<file path="src/rtl/pipe_hazard_ctrl_pkg.sv">
// ---------------------------------------------------------------------------
// hazard_pkg
//   Shared constants and types for the pipeline hazard/forwarding controller.
//   - FWD_* : Execute operand-mux select encodings.
//   - mdu_state_t : occupancy states of the multi-cycle MDU tracker.
// ---------------------------------------------------------------------------
package hazard_pkg;

   localparam logic [1:0] FWD_REG     = 2'b00;  // operand from register file
   localparam logic [1:0] FWD_RESULTW = 2'b01;  // operand from Writeback result
   localparam logic [1:0] FWD_ALUOUTM = 2'b10;  // operand from Memory-stage ALU output

   typedef enum logic {
      MDU_IDLE = 1'b0,
      MDU_BUSY = 1'b1
   } mdu_state_t;

endpackage

</file>
<file path="src/rtl/pipe_hazard_ctrl_if.sv">
// ---------------------------------------------------------------------------
// pipe_hazard_ctrl_if
//   Bundle of the pipeline-status inputs and the forward/stall/flush outputs
//   of the hazard controller.
//   master : pipeline datapath side (drives stage status, receives controls)
//   slave  : hazard controller side (receives stage status, drives controls)
// ---------------------------------------------------------------------------
interface pipe_hazard_ctrl_if #(
   parameter int REG_ADDR_W = 5
);

   // Stage status from the datapath
   logic [REG_ADDR_W-1:0] rs_d;
   logic [REG_ADDR_W-1:0] rt_d;
   logic [REG_ADDR_W-1:0] rs_e;
   logic [REG_ADDR_W-1:0] rt_e;
   logic [REG_ADDR_W-1:0] write_reg_e;
   logic [REG_ADDR_W-1:0] write_reg_m;
   logic [REG_ADDR_W-1:0] write_reg_w;
   logic                  reg_write_e;
   logic                  reg_write_m;
   logic                  reg_write_w;
   logic                  mem_to_reg_e;
   logic                  mem_to_reg_m;
   logic                  branch_d;
   logic                  pc_src_d;
   logic                  jump_d;
   logic                  mdu_op_e;

   // Controls back to the datapath
   logic [1:0]            forward_a_e;
   logic [1:0]            forward_b_e;
   logic                  forward_a_d;
   logic                  forward_b_d;
   logic                  stall_f;
   logic                  stall_d;
   logic                  stall_e;
   logic                  flush_d;
   logic                  flush_e;
   logic                  flush_m;
   logic                  mdu_busy;

   modport master (
      output rs_d, rt_d, rs_e, rt_e,
      output write_reg_e, write_reg_m, write_reg_w,
      output reg_write_e, reg_write_m, reg_write_w,
      output mem_to_reg_e, mem_to_reg_m,
      output branch_d, pc_src_d, jump_d, mdu_op_e,
      input  forward_a_e, forward_b_e, forward_a_d, forward_b_d,
      input  stall_f, stall_d, stall_e,
      input  flush_d, flush_e, flush_m, mdu_busy
   );

   modport slave (
      input  rs_d, rt_d, rs_e, rt_e,
      input  write_reg_e, write_reg_m, write_reg_w,
      input  reg_write_e, reg_write_m, reg_write_w,
      input  mem_to_reg_e, mem_to_reg_m,
      input  branch_d, pc_src_d, jump_d, mdu_op_e,
      output forward_a_e, forward_b_e, forward_a_d, forward_b_d,
      output stall_f, stall_d, stall_e,
      output flush_d, flush_e, flush_m, mdu_busy
   );

endinterface

</file>
<file path="src/rtl/pipe_hazard_ctrl_mdu_occupancy_fsm.sv">
// ---------------------------------------------------------------------------
// mdu_occupancy_fsm
//   Tracks how long a multi-cycle MDU op has been sitting in Execute and
//   holds the pipeline until it has occupied Execute for MDU_LATENCY cycles.
//
//   clk       in  rising-edge clock
//   reset     in  asynchronous, active-low reset (aborts any op in flight)
//   mdu_op_e  in  Execute holds an MDU op
//   mdu_stall out hold Execute / bubble Memory this cycle (combinational)
//   mdu_busy  out FSM is in BUSY
// ---------------------------------------------------------------------------
module mdu_occupancy_fsm
   import hazard_pkg::*;
#(
   parameter int MDU_LATENCY = 4
) (
   input  logic clk,
   input  logic reset,
   input  logic mdu_op_e,
   output logic mdu_stall,
   output logic mdu_busy
);

   // Counter only has to hold MDU_LATENCY-2; keep at least one bit.
   localparam int CNT_W = (MDU_LATENCY > 2) ? $clog2(MDU_LATENCY - 1) : 1;
   localparam logic [CNT_W-1:0] CNT_INIT =
      CNT_W'((MDU_LATENCY > 1) ? (MDU_LATENCY - 2) : 0);

   mdu_state_t       state, nextState;
   logic [CNT_W-1:0] cnt, nextCnt;

   // The entry cycle stalls from IDLE, then BUSY counts down the remaining
   // held cycles; the cnt==0 BUSY cycle is the op's last one in Execute.
   always_comb begin
      nextState = state;
      nextCnt   = cnt;
      mdu_stall = 1'b0;
      unique case (state)
         MDU_IDLE: begin
            if (mdu_op_e && (MDU_LATENCY > 1)) begin
               mdu_stall = 1'b1;
               nextCnt   = CNT_INIT;
               nextState = MDU_BUSY;
            end
         end
         MDU_BUSY: begin
            if (cnt != '0) begin
               mdu_stall = 1'b1;
               nextCnt   = cnt - 1'b1;
            end else begin
               nextState = MDU_IDLE;
            end
         end
         default: nextState = MDU_IDLE;
      endcase
   end

   always_ff @(posedge clk or negedge reset) begin
      if (!reset) begin
         state <= MDU_IDLE;
         cnt   <= '0;
      end else begin
         state <= nextState;
         cnt   <= nextCnt;
      end
   end

   assign mdu_busy = (state == MDU_BUSY);

endmodule

</file>
<file path="src/rtl/pipe_hazard_ctrl.sv">
// ---------------------------------------------------------------------------
// pipe_hazard_ctrl
//   Hazard and forwarding controller for the 5-stage pipeline: Execute and
//   Decode forwarding selects, load-use / branch-in-Decode stalls, and the
//   multi-cycle MDU hold of Execute.
//
//   clk    in     rising-edge clock
//   reset  in     asynchronous, active-low reset
//   hz     slave  stage status in; forward/stall/flush/mdu_busy out
//
//   Optional build macro HAZARD_PERF_CNT_EN adds saturating counters:
//   stall_cycles  out PERF_CNT_W  cycles with stall_f high
//   fwd_events    out PERF_CNT_W  cycles with any forward select active
// ---------------------------------------------------------------------------
module pipe_hazard_ctrl
   import hazard_pkg::*;
#(
   parameter int REG_ADDR_W  = 5,
   parameter int MDU_LATENCY = 4,
   parameter int PERF_CNT_W  = 16
) (
   input  logic                  clk,
   input  logic                  reset,
   pipe_hazard_ctrl_if.slave     hz
`ifdef HAZARD_PERF_CNT_EN
   ,
   output logic [PERF_CNT_W-1:0] stall_cycles,
   output logic [PERF_CNT_W-1:0] fwd_events
`endif
);

   logic lwStall;
   logic brStall;
   logic mduStall;
   logic anyStall;

   // Memory stage has the newer value, so it takes priority over Writeback.
   function automatic logic [1:0] exFwdSel(
      input logic [REG_ADDR_W-1:0] src,
      input logic                  rwM,
      input logic [REG_ADDR_W-1:0] wrM,
      input logic                  rwW,
      input logic [REG_ADDR_W-1:0] wrW
   );
      if (src != '0 && rwM && wrM == src) return FWD_ALUOUTM;
      if (src != '0 && rwW && wrW == src) return FWD_RESULTW;
      return FWD_REG;
   endfunction

   // Destination matches either Decode source; register 0 never matches.
   function automatic logic hitsDecode(
      input logic [REG_ADDR_W-1:0] dst,
      input logic [REG_ADDR_W-1:0] srcS,
      input logic [REG_ADDR_W-1:0] srcT
   );
      return (dst != '0) && ((dst == srcS) || (dst == srcT));
   endfunction

   always_comb begin
      hz.forward_a_e = exFwdSel(hz.rs_e, hz.reg_write_m, hz.write_reg_m,
                                hz.reg_write_w, hz.write_reg_w);
      hz.forward_b_e = exFwdSel(hz.rt_e, hz.reg_write_m, hz.write_reg_m,
                                hz.reg_write_w, hz.write_reg_w);
   end

   assign hz.forward_a_d = hz.reg_write_m && (hz.write_reg_m == hz.rs_d) && (hz.rs_d != '0);
   assign hz.forward_b_d = hz.reg_write_m && (hz.write_reg_m == hz.rt_d) && (hz.rt_d != '0);

   assign lwStall = hz.mem_to_reg_e && (hz.rt_e != '0) &&
                    ((hz.rt_e == hz.rs_d) || (hz.rt_e == hz.rt_d));

   // The comparator in Decode needs the operand a cycle before Execute would,
   // so an ALU result still in E, or a load still in M, is too late.
   assign brStall = hz.branch_d &&
                    ((hz.reg_write_e  && hitsDecode(hz.write_reg_e, hz.rs_d, hz.rt_d)) ||
                     (hz.mem_to_reg_m && hitsDecode(hz.write_reg_m, hz.rs_d, hz.rt_d)));

   mdu_occupancy_fsm #(
      .MDU_LATENCY (MDU_LATENCY)
   ) uMduFsm (
      .clk       (clk),
      .reset     (reset),
      .mdu_op_e  (hz.mdu_op_e),
      .mdu_stall (mduStall),
      .mdu_busy  (hz.mdu_busy)
   );

   assign anyStall   = lwStall || brStall || mduStall;
   assign hz.stall_f = anyStall;
   assign hz.stall_d = anyStall;
   assign hz.stall_e = mduStall;
   assign hz.flush_m = mduStall;
   // A held MDU op keeps Execute occupied, so it must not be replaced by a bubble.
   assign hz.flush_e = (lwStall || brStall) && !mduStall;
   assign hz.flush_d = (hz.pc_src_d || hz.jump_d) && !anyStall;

`ifdef HAZARD_PERF_CNT_EN
   logic fwdAny;

   assign fwdAny = (hz.forward_a_e != FWD_REG) || (hz.forward_b_e != FWD_REG) ||
                   hz.forward_a_d || hz.forward_b_d;

   always_ff @(posedge clk or negedge reset) begin
      if (!reset) begin
         stall_cycles <= '0;
         fwd_events   <= '0;
      end else begin
         if (anyStall && (stall_cycles != '1)) stall_cycles <= stall_cycles + 1'b1;
         if (fwdAny && (fwd_events != '1))     fwd_events   <= fwd_events + 1'b1;
      end
   end
`endif

endmodule

</file>
<file path="src/flat_wrapper.sv">
// flat-port wrapper written by rule: the top's interface ports become plain ports
module pipe_hazard_ctrl_flat import hazard_pkg::*;
#(
   parameter int REG_ADDR_W  = 5,
   parameter int MDU_LATENCY = 4,
   parameter int PERF_CNT_W  = 16
)
  (clk, reset, hz_rs_d, hz_rt_d, hz_rs_e, hz_rt_e, hz_write_reg_e, hz_write_reg_m, hz_write_reg_w, hz_reg_write_e, hz_reg_write_m, hz_reg_write_w, hz_mem_to_reg_e, hz_mem_to_reg_m, hz_branch_d, hz_pc_src_d, hz_jump_d, hz_mdu_op_e, hz_forward_a_e, hz_forward_b_e, hz_forward_a_d, hz_forward_b_d, hz_stall_f, hz_stall_d, hz_stall_e, hz_flush_d, hz_flush_e, hz_flush_m, hz_mdu_busy);
  pipe_hazard_ctrl_if #(.REG_ADDR_W(REG_ADDR_W)) hz_i ();
  input  logic clk;
  input  logic reset;
  input wire logic [$bits(hz_i.rs_d)-1:0] hz_rs_d;
  input wire logic [$bits(hz_i.rt_d)-1:0] hz_rt_d;
  input wire logic [$bits(hz_i.rs_e)-1:0] hz_rs_e;
  input wire logic [$bits(hz_i.rt_e)-1:0] hz_rt_e;
  input wire logic [$bits(hz_i.write_reg_e)-1:0] hz_write_reg_e;
  input wire logic [$bits(hz_i.write_reg_m)-1:0] hz_write_reg_m;
  input wire logic [$bits(hz_i.write_reg_w)-1:0] hz_write_reg_w;
  input wire logic [$bits(hz_i.reg_write_e)-1:0] hz_reg_write_e;
  input wire logic [$bits(hz_i.reg_write_m)-1:0] hz_reg_write_m;
  input wire logic [$bits(hz_i.reg_write_w)-1:0] hz_reg_write_w;
  input wire logic [$bits(hz_i.mem_to_reg_e)-1:0] hz_mem_to_reg_e;
  input wire logic [$bits(hz_i.mem_to_reg_m)-1:0] hz_mem_to_reg_m;
  input wire logic [$bits(hz_i.branch_d)-1:0] hz_branch_d;
  input wire logic [$bits(hz_i.pc_src_d)-1:0] hz_pc_src_d;
  input wire logic [$bits(hz_i.jump_d)-1:0] hz_jump_d;
  input wire logic [$bits(hz_i.mdu_op_e)-1:0] hz_mdu_op_e;
  output wire logic [$bits(hz_i.forward_a_e)-1:0] hz_forward_a_e;
  output wire logic [$bits(hz_i.forward_b_e)-1:0] hz_forward_b_e;
  output wire logic [$bits(hz_i.forward_a_d)-1:0] hz_forward_a_d;
  output wire logic [$bits(hz_i.forward_b_d)-1:0] hz_forward_b_d;
  output wire logic [$bits(hz_i.stall_f)-1:0] hz_stall_f;
  output wire logic [$bits(hz_i.stall_d)-1:0] hz_stall_d;
  output wire logic [$bits(hz_i.stall_e)-1:0] hz_stall_e;
  output wire logic [$bits(hz_i.flush_d)-1:0] hz_flush_d;
  output wire logic [$bits(hz_i.flush_e)-1:0] hz_flush_e;
  output wire logic [$bits(hz_i.flush_m)-1:0] hz_flush_m;
  output wire logic [$bits(hz_i.mdu_busy)-1:0] hz_mdu_busy;
  assign hz_i.rs_d = hz_rs_d;
  assign hz_i.rt_d = hz_rt_d;
  assign hz_i.rs_e = hz_rs_e;
  assign hz_i.rt_e = hz_rt_e;
  assign hz_i.write_reg_e = hz_write_reg_e;
  assign hz_i.write_reg_m = hz_write_reg_m;
  assign hz_i.write_reg_w = hz_write_reg_w;
  assign hz_i.reg_write_e = hz_reg_write_e;
  assign hz_i.reg_write_m = hz_reg_write_m;
  assign hz_i.reg_write_w = hz_reg_write_w;
  assign hz_i.mem_to_reg_e = hz_mem_to_reg_e;
  assign hz_i.mem_to_reg_m = hz_mem_to_reg_m;
  assign hz_i.branch_d = hz_branch_d;
  assign hz_i.pc_src_d = hz_pc_src_d;
  assign hz_i.jump_d = hz_jump_d;
  assign hz_i.mdu_op_e = hz_mdu_op_e;
  assign hz_forward_a_e = hz_i.forward_a_e;
  assign hz_forward_b_e = hz_i.forward_b_e;
  assign hz_forward_a_d = hz_i.forward_a_d;
  assign hz_forward_b_d = hz_i.forward_b_d;
  assign hz_stall_f = hz_i.stall_f;
  assign hz_stall_d = hz_i.stall_d;
  assign hz_stall_e = hz_i.stall_e;
  assign hz_flush_d = hz_i.flush_d;
  assign hz_flush_e = hz_i.flush_e;
  assign hz_flush_m = hz_i.flush_m;
  assign hz_mdu_busy = hz_i.mdu_busy;
  pipe_hazard_ctrl #(.REG_ADDR_W(REG_ADDR_W), .MDU_LATENCY(MDU_LATENCY), .PERF_CNT_W(PERF_CNT_W)) u_core (.clk(clk), .reset(reset), .hz(hz_i));
endmodule
</file>
<file path="config.mk">
export PLATFORM = sky130hd
export DESIGN_NAME = pipe_hazard_ctrl_flat
export DESIGN_NICKNAME = d
export VERILOG_FILES = /design/src/rtl/pipe_hazard_ctrl_pkg.sv /design/src/rtl/pipe_hazard_ctrl_if.sv /design/src/rtl/pipe_hazard_ctrl_mdu_occupancy_fsm.sv /design/src/rtl/pipe_hazard_ctrl.sv /design/src/flat_wrapper.sv
export SDC_FILE = /design/constraint.sdc
export NUM_CORES = 1
export LEC_CHECK = 0
export ABC_AREA = 0
export BUFFER_PORTS_ARGS = -buffer_cell sky130_fd_sc_hd__buf_2
export CORE_MARGIN = 2
export CORE_UTILIZATION = 43
export CTS_CLUSTER_DIAMETER = 30
export CTS_CLUSTER_SIZE = 40
export DETAILED_ROUTE_END_ITERATION = 10
export PLACE_DENSITY = 0.86
export SLEW_MARGIN = 20
export SYNTH_ARGS = -nofsm -noshare
export SYNTH_HDL_FRONTEND = slang
export SYNTH_HIERARCHICAL = 1
export SYNTH_SLANG_ARGS = --single-unit
</file>
<file path="constraint.sdc">
create_clock -name clk -period 2.5 [get_ports clk]
set_input_delay 0.5 -clock clk [delete_from_list [all_inputs] [get_ports clk]]
set_output_delay 0.5 -clock clk [all_outputs]
set_load 0.05 [all_outputs]
</file>
==> impl_metrics.yaml, run 1 <==
run_status:
  status: "complete, no violations"
finish:
  final_common_cell: "buf_2"
  seq_area_um2: 75.07
  fin_area_um2: 1324
  insertedDiodeCount: 0
  multi_input_area_um2: 833.3
  nets: 224
  area_delta_synth_final_pct: 42.20
  most-common-layout-cells: "56 x buf_2, 40 x xnor2_1, 10 x xor2_1"
  fillers: 174
  layout-drive-gt1-share: 0.4489
sta:
  fmax_ghz: 0.4074
  hold_viol: 0
  min_period_over_period: 0.9818
  skew_ns: 0.001059
  relSlewSlack: 0.7443
  rsz0062_at_grt: "false"
  finalCriticalPeriod_ns: 2.455
  finalSetupViolCount: 0
  slew_viol_final: 0
  setup_tns_ns: 0
  tightest_slew_ns: 0.3805
route:
  wl_per_cell_um: 14.54
  antenna_left: 0
  vias: 1065
  first_pass_iters: 4
  drc: 0
  viasPerCell: 5.246
  drt_iter0_markers: 24
  drt-total-wl_mm: 2.952
critical_path:
  timing.rr.start: "u_core/uMduFsm/cnt[0]"
  path_cells: "buf_2, or4_1, nor2_4, nor4_4, nor4_4, buf_2"
  crit_start: "hz_rs_e[1]"
  r2r_slack_ns: 1.34
  worst_r2r_endpoint: "u_core/uMduFsm/cnt[0]"
  max_stage_delay_ns: 0.58
  worstSetupEndpointType: "output pin"
  rr_worst_depth: 5
  critPathMaxFanout: 3
  path_class: "input port to output pin"
  required_ns: 2.00
  cp-endpoint: "hz_forward_a_e[0]"
  start_kind: "input port"
  cp_slowest_cell: "or4_1"
  cp.arrival_ns: 1.95
cts:
  cts_made_buffers: 3
  post_cts_buffers: 0
  clkSlewWorstSetupHoldPaths_ns: 0.03
  cts_root_buf: "clkbuf_4"
  h-tree-depth: 1
  clockBufferDepth: 2
  cts_tree: "done"
  insertion_delay_ns: 0.23
  cts_sinks: 3
  ctsHoldBuffers: 0
floorplan:
  die-height_um: 50.53
  start_util: 0.4650
  io-pin-count: 59
  die-area_um2: 2553
  die_x_um: 50.53
  coreArea_um2: 2002
  fp-row-count: 16
power_and_ir_drop:
  vdd_drop_max_mv: 0.6961
  power_mw: 0.7706
  p_leak_nw: 0.5837
  p_per_area_nw_per_um2: 582.1
global_route:
  grt_pass1_wl_mm: 4.712
  grtUsageTotal: 0.2425
  grt_pass1_vias: 1063
  grt_max_degree: 9
  antenna_found_initial: 0
  grt_remaining_overflow: 0
synth:
  syn_inst: 120
  ys_ff_latch: 3
  synth_seq_area_share: 0.08065
  netlist_area_um2: 930.9
  syn_area_per_cell_um2: 7.757
  synth_cell_types: 33
  ys_warn_count: 6
  syn_nets: 167
place:
  port_buffers: 58
  gp_congestion: 0.8897
  placed_area_um2: 1292
  hpwl_mm: 2.545
worst_hold_path:
  worst_hold_path_type: "input port to asynchronous set/reset pin"
flow_run:
  drv_cap: 0
[registers in the layout (all words and copies together) (netlist names)]
| signal | cells |
|---|---|
| u_core/uMduFsm/mdu_busy | 1 |
| u_core/uMduFsm/cnt | 2 |
[cells in the mapped netlist (all sizes together)]
cell type,instances,area [µm²]
o22ai,2,12.51
and3,1,6.260
nand3b,1,7.510
nand2,6,22.52
nor2,6,30.03
o22a,1,10.01
o311a,1,10.01
nor2b,1,8.760
a21o,1,7.510
xnor2,40,350.3
a22oi,1,21.27
or3,1,6.260
clkbuf,6,22.52
o211ai,1,7.510
nand2b,1,8.760
dfrtp,3,75.07
xor2,10,87.58
nor3,2,10.01
nand3,6,30.03
nand4,4,25.02
a21oi,1,5.000
ha,1,12.51
o21ai,3,18.77
buf,6,43.79
mux2i,1,10.01
inv,4,15.01
or4,5,41.29
nor4,4,25.02
[where the power goes]
part,switching (mW),leakage [nW],internal [mW]
clock,0.0222,0.0150,0.0596
sequential,0.0191,0.0340,0.0750
combinational,0.397,0.535,0.197
total,0.439,0.584,0.332
[critical path: cells and delay by family]
| family | cells | cell delay (ns) |
|---|---|---|
| and+or+nand+nor | 4 | 1.03 |
| buffers and inverters | 2 | 0.42 |
[final cells by class]
| cell class | count | share of cell area |
|---|---|---|
| tap | 27 | 0.02552 |
| clock buffer | 4 | 0.01985 |
| timing repair buffer | 64 | 0.2571 |
| inverter | 4 | 0.01134 |
| multi-input combinational | 101 | 0.6295 |
| sequential | 3 | 0.05671 |
[cells by family after synthesis]
kind of cell,count (synthesis),synth area share
AOI/OAI and AO/OA,11,0.09946
and+or+nand+nor,38,0.2379
muxes,1,0.01075
xor gates and xnor gates,50,0.4704
buffers and inverters,16,0.08736
DFF,3,0.08064
adders and majority gates,1,0.01344
[how the worst min path moves through the flow]
stage | from | end | slack (ns) | cells after the start
after global routing | reset | u_core/uMduFsm/cnt[1] | 0.05 | 1
after CTS | reset | u_core/uMduFsm/mdu_busy | 0.05 | 1
final | reset | u_core/uMduFsm/mdu_busy | 0.06 | 1
after detailed placement | reset | u_core/uMduFsm/cnt[1] | 0.30 | 1
after floorplan | reset | u_core/uMduFsm/cnt[0] | 0.20 | 0
after global placement | reset | u_core/uMduFsm/mdu_busy | 0.29 | 1
[per-layer routing]
metal / share of wire / track usage / wire length [µm]
met1: 0.40 / 0.2826 / 1186
met2: 0.53 / 0.4671 / 1567
met3: 0.060 / 0.005952 / 178
met4: 0.0064 / 0.08559 / 19
met5: 0 / 0 / 0
[through the flow]
stage / utilization / setup slack (ns) / std cells / hold slack [ns]
final: 0.6613 / 0.04544 / 203 / 0.05968
after global routing: 0.6613 / 0.01376 / 203 / 0.05267
after global placement: 0.6456 / 0.05459 / 199 / 0.2932
after detailed placement: 0.6456 / 0.01200 / 199 / 0.2978
after floorplan: - / -0.3270 / 120 / 0.2044
after CTS: 0.6588 / 0.01431 / 203 / 0.05066
[what timing repair did]
| action | 4_1_cts | 5_1_grt |
|---|---|---|
| endpoints found under the setup margin | 0 | 2 |
| gates resized for setup | 0 | 3 |
| endpoints found under the hold margin | 0 | 0 |
No activity file was read; power rests on OpenSTA's default activity.
==> inputs of run 2 (changes only) <==
--- a/config.mk
+++ b/config.mk
@@ -8,11 +8,11 @@
 export ABC_AREA = 0
 export BUFFER_PORTS_ARGS = -buffer_cell sky130_fd_sc_hd__buf_2
 export CORE_MARGIN = 2
-export CORE_UTILIZATION = 43
+export CORE_UTILIZATION = 45
 export CTS_CLUSTER_DIAMETER = 30
 export CTS_CLUSTER_SIZE = 40
 export DETAILED_ROUTE_END_ITERATION = 10
-export PLACE_DENSITY = 0.86
+export PLACE_DENSITY = 0.89
 export SLEW_MARGIN = 20
 export SYNTH_ARGS = -nofsm -noshare
 export SYNTH_HDL_FRONTEND = slang
==> constraint.sdc (replaced) <==
create_clock -name clk -period 3.1 [get_ports clk]
set_input_delay 0.62 -clock clk [delete_from_list [all_inputs] [get_ports clk]]
set_output_delay 0.62 -clock clk [all_outputs]
set_load 0.05 [all_outputs]
==> run 2 against run 1 <==
Non-clock buffer count fell by 6. Critical path depth is 1 higher. Highest routed layer unchanged. Combinational power decreased by 21%. Count of clock-buffer cells in the layout is the same. Design area shrank 6.3%. Largest cell class unchanged. First-iteration DRC count fell by 42%. Sequential power fell by 19%. Critical endpoint is now hz_flush_d. Final cell count fell by 3.0%.
==> impl_metrics.yaml, run 2 (synthesized netlist as in run 1, its figures left out) <==
finish:
  post-route-util: 0.6320
  regMostFlops: "u_core/uMduFsm/cnt"
  final_common_cell: "buf_2"
  nets: 218
  layout-drive-gt1-share: 0.4235
  area_delta_synth_final_pct: 33.20
  insertedDiodeCount: 0
  instances_no_fill: 197
  most-common-layout-cells: "58 x buf_2, 40 x xnor2_1, 10 x xor2_1"
  largest_register_ffs: 2
critical_path:
  worstSetupEndpointType: "output pin"
  critPathMaxFanout: 5
  required_ns: 2.48
  path_class: "input port to output pin"
  cp.arrival_ns: 2.14
  start_kind: "input port"
cts:
  post_cts_buffers: 0
  insertion_delay_ns: 0.23
  cts_made_buffers: 3
  ctsHoldBuffers: 0
  clkSlewWorstSetupHoldPaths_ns: 0.04
  cts_tree: "done"
  cts_root_buf: "clkbuf_4"
  cts_resized: 0
  h-tree-depth: 1
  clockBufferDepth: 2
  cts_sinks: 3
power_and_ir_drop:
  power_frac_comb: 0.764
  power_frac_seq: 0.124
  p_sw_frac: 0.5777
  p_int_mw: 0.2590
  p_per_area_nw_per_um2: 494.6
  power_frac_clock: 0.112
  vdd_drop_max_mv: 0.4767
  p_leak_nw: 0.5483
  p_switching_mw: 0.3543
global_route:
  antenna_found_initial: 0
  grt_pass1_wl_mm: 4.353
  grt_max_degree: 9
  grt_remaining_overflow: 0
  grtUsageTotal: 0.2243
  grt_pass1_vias: 1062
sta:
  finalSetupViolCount: 0
  finalCriticalPeriod_ns: 2.765
  fmax_ghz: 0.3617
  worst_hold_slack_ns: 0.1724
  tightest_slew_ns: 0.3030
  min_period_over_period: 0.8919
  rsz0062_at_grt: "false"
  relSlewSlack: 0.7980
  slew_viol_final: 0
  hold_viol: 0
  skew_ns: 0.004723
route:
  drc: 0
  drt-total-wl_mm: 2.604
  vias: 1041
  antenna_left: 0
  wl_per_cell_um: 13.22
  drt_iter0_markers: 14
  first_pass_iters: 4
  viasPerCell: 5.284
place:
  hpwl_mm: 2.222
  dpl.cell_count: 193
  gp_congestion: 0.8116
  port_buffers: 58
worst_hold_path:
  worst_hold_path_type: "input port to asynchronous set/reset pin"
run_status:
  status: "complete, no violations"
floorplan:
  die_x_um: 49.48
  die-height_um: 49.48
  io-pin-count: 59
  fp-row-count: 16
  coreArea_um2: 1962
  die-area_um2: 2448
  start_util: 0.4745
flow_run:
  drv_cap: 0
run 2: cell types whose count changed in the layout (fill, tap and decap cells not counted), sizes merged:
cell | previous run | this run
clkbuf | 5 | 4
buf | 63 | 58
run 2: final timing paths:
kind	startpoint	endpoint	slack, ns	cells past startpoint
max reg2reg	u_core/uMduFsm/cnt[0]	u_core/uMduFsm/cnt[0]	1.89	5
min	reset	u_core/uMduFsm/cnt[1]	0.17	1
min reg2reg	u_core/uMduFsm/cnt[1]	u_core/uMduFsm/cnt[1]	0.49	1
max in group asynchronous	reset	u_core/uMduFsm/cnt[0]	2.82	1
min in group clk	u_core/uMduFsm/cnt[1]	u_core/uMduFsm/cnt[1]	0.49	1
max	hz_rt_e[1]	hz_flush_d	0.34	7
run 2: power groups by stage:
stage,logic [mW],registers [mW],clock network [mW]
floorplan,0.356,0.0972,0
global placement,0.456,0.0745,0
detailed placement,0.470,0.0769,0
CTS,0.470,0.0765,0.0717
global route,0.500,0.0796,0.0756
finish,0.469,0.0758,0.0688
run 2: stage by stage:
stage | setup TNS (ns) | total power, mW | area (µm²) | setup WS (ns)
2_1_floorplan | -0.08452 | 0.4533 | 955.9 | -0.08452
3_3_place_gp | 0 | 0.5305 | 1214 | 0.3497
3_5_place_dp | 0 | 0.5465 | 1214 | 0.3422
4_1_cts | 0 | 0.6187 | 1240 | 0.3345
5_1_grt | 0 | 0.6554 | 1240 | 0.2680
6_report | 0 | 0.6132 | 1240 | 0.3351
run 2: metal layers:
layer / wire [µm] / track usage / vias up / share of wire
met2: 1338 / 0.4324 / 49 / 0.51
met3: 218 / 0.04545 / 2 / 0.084
met1: 1024 / 0.2384 / 487 / 0.39
met5: 0 / 0 / - / 0
met4: 23 / 0.07870 / 0 / 0.0088
li1: - / - / 503 / -
run 2: critical path: stages:
cell	delay (ns)
buf_2	0.14
or4_4	0.55
nor2_4	0.14
nor2b_2	0.07
a22oi_4	0.20
and3_1	0.17
buf_2	0.25
run 2: final cells by class:
| type | instances | area, µm² |
|---|---|---|
| clock buffer | 4 | 26.28 |
| inverter | 4 | 15.01 |
| timing repair buffer | 58 | 290.3 |
| multi-input combinational | 101 | 799.5 |
| sequential | 3 | 75.07 |
| fill | 188 | 721.9 |
| tap | 27 | 33.78 |
==> inputs of run 3 (changes only) <==
--- a/config.mk
+++ b/config.mk
@@ -13,6 +13,7 @@
 export CTS_CLUSTER_SIZE = 40
 export DETAILED_ROUTE_END_ITERATION = 10
 export PLACE_DENSITY = 0.89
+export REMOVE_ABC_BUFFERS = 1
 export SLEW_MARGIN = 20
 export SYNTH_ARGS = -nofsm -noshare
 export SYNTH_HDL_FRONTEND = slang
==> run 3 against run 2 <==
Utilization fell by 1.3 points. Via count fell by 1.1%. Hold slack lost 0.0067 ns. Register-to-register slack better by 0.03 ns. Design area decreased by 2.0%.
==> impl_metrics.yaml, run 3 (synthesized netlist as in run 1, its figures left out) <==
run_status:
  status: "complete, no violations"
power_and_ir_drop:
  power_mw: 0.6093
  p_sw_frac: 0.5770
  p_int_mw: 0.2577
  p_switching_mw: 0.3515
  power_frac_seq: 0.123
  p_leak_nw: 0.5465
  vdd_drop_max_mv: 0.4434
  power_frac_clock: 0.117
  p_per_area_nw_per_um2: 501.5
  power_frac_comb: 0.760
cts:
  cts_sinks: 3
  ctsHoldBuffers: 0
  cts_tree: "done"
  insertion_delay_ns: 0.24
  cts_root_buf: "clkbuf_4"
  cts_made_buffers: 3
  h-tree-depth: 1
  clkSlewWorstSetupHoldPaths_ns: 0.04
  cts_resized: 0
  post_cts_buffers: 0
  clockBufferDepth: 2
floorplan:
  start_util: 0.4745
  die-area_um2: 2448
  die_x_um: 49.48
  fp-row-count: 16
  io-pin-count: 59
  coreArea_um2: 1962
  die-height_um: 49.48
place:
  port_buffers: 58
  pre_cts_slack_ns: 0.3303
  dpl.cell_count: 193
  hpwl_mm: 2.180
  placed_area_um2: 1189
  gp_congestion: 0.8412
route:
  first_pass_iters: 4
  antenna_left: 0
  wl_per_cell_um: 13.04
  drt-total-wl_mm: 2.568
  drt_iter0_markers: 17
  viasPerCell: 5.228
  drc: 0
  vias: 1030
global_route:
  antenna_found_initial: 0
  grt_pass1_vias: 930
  grt_max_degree: 9
  grtUsageTotal: 0.2150
  grt_pass1_wl_mm: 4.077
  grt_remaining_overflow: 0
critical_path:
  path_class: "input port to output pin"
  timing.rr.start: "u_core/uMduFsm/cnt[0]"
  worstSetupEndpointType: "output pin"
  cp.arrival_ns: 2.15
  crit_buf_inv: 2
  worst_r2r_endpoint: "u_core/uMduFsm/cnt[0]"
  path_cells: "buf_2, or4_4, nor2_4, nor2b_2, a22oi_4, and3_1, buf_2"
  cp_top_family: "simple AND/OR/NAND/NOR gates"
  max_stage_delay_ns: 0.55
  start_kind: "input port"
  cp_slowest_cell: "or4_4"
  crit_top_cell: "buf_2"
  critPathMaxFanout: 5
  rr_worst_depth: 5
  required_ns: 2.48
  r2r_slack_ns: 1.92
  crit_cells: 7
sta:
  tightest_slew_ns: 0.3576
  relSlewSlack: 0.7594
  min_period_over_period: 0.8939
  slew_viol_final: 0
  fmax_ghz: 0.3609
  setup_tns_ns: 0
  worst_hold_slack_ns: 0.1657
  finalSetupViolCount: 0
  rsz0062_at_grt: "false"
  skew_ns: 0.007159
  finalCriticalPeriod_ns: 2.771
  setup_slack_ns: 0.3288
  hold_viol: 0
finish:
  fillers: 193
  fin_area_um2: 1215
  largest_register_ffs: 2
  instances_no_fill: 197
  area_delta_synth_final_pct: 30.51
  post-route-util: 0.6193
  regMostFlops: "u_core/uMduFsm/cnt"
  insertedDiodeCount: 0
  layout-drive-gt1-share: 0.4000
  nets: 218
  final_common_cell: "buf_2"
  most-common-layout-cells: "58 x buf_2, 40 x xnor2_1, 10 x xor2_1"
worst_hold_path:
  worst_hold_path_type: "input port to asynchronous set/reset pin"
flow_run:
  drv_cap: 0
run 3: cell counts in the layout (fill, tap and decap cells not counted):
Identical to the previous run, type by type.
run 3: power by group through the flow:
stage | clock (mW) | combinational (mW) | sequential [mW]
after floorplan | 0 | 0.315 | 0.0973
after global placement | 0 | 0.451 | 0.0740
after detailed placement | 0 | 0.463 | 0.0757
after CTS | 0.0742 | 0.463 | 0.0752
after global routing | 0.0778 | 0.492 | 0.0776
final | 0.0714 | 0.463 | 0.0751
run 3: how the worst max path moves through the flow:
stage,startpoint,to,slack [ns]
final,hz_rt_e[1],hz_flush_d,0.33
after global routing,hz_rs_e[1],hz_forward_a_e[0],0.26
after CTS,hz_rt_e[1],hz_flush_d,0.33
after detailed placement,hz_rt_e[1],hz_flush_d,0.33
after global placement,hz_rt_e[1],hz_flush_d,0.37
after floorplan,hz_rt_e[1],hz_forward_b_e[0],-0.62
run 3: metal layers:
| layer | vias to the layer above | wire length (µm) | GRT usage |
|---|---|---|---|
| met1 | 461 | 1048 | 0.2556 |
| li1 | 505 | - | - |
| met3 | 6 | 212 | 0.02727 |
| met2 | 58 | 1277 | 0.3896 |
| met5 | - | 0 | 0 |
| met4 | 0 | 30 | 0.08333 |
run 3: area by class of cell:
type / count / area [µm²] / area share
multi-input combinational: 101 / 774.5 / 0.6375
timing repair buffer: 58 / 290.3 / 0.2389
sequential: 3 / 75.07 / 0.06179
tap: 27 / 33.78 / 0.02781
clock buffer: 4 / 26.28 / 0.02163
inverter: 4 / 15.01 / 0.01236
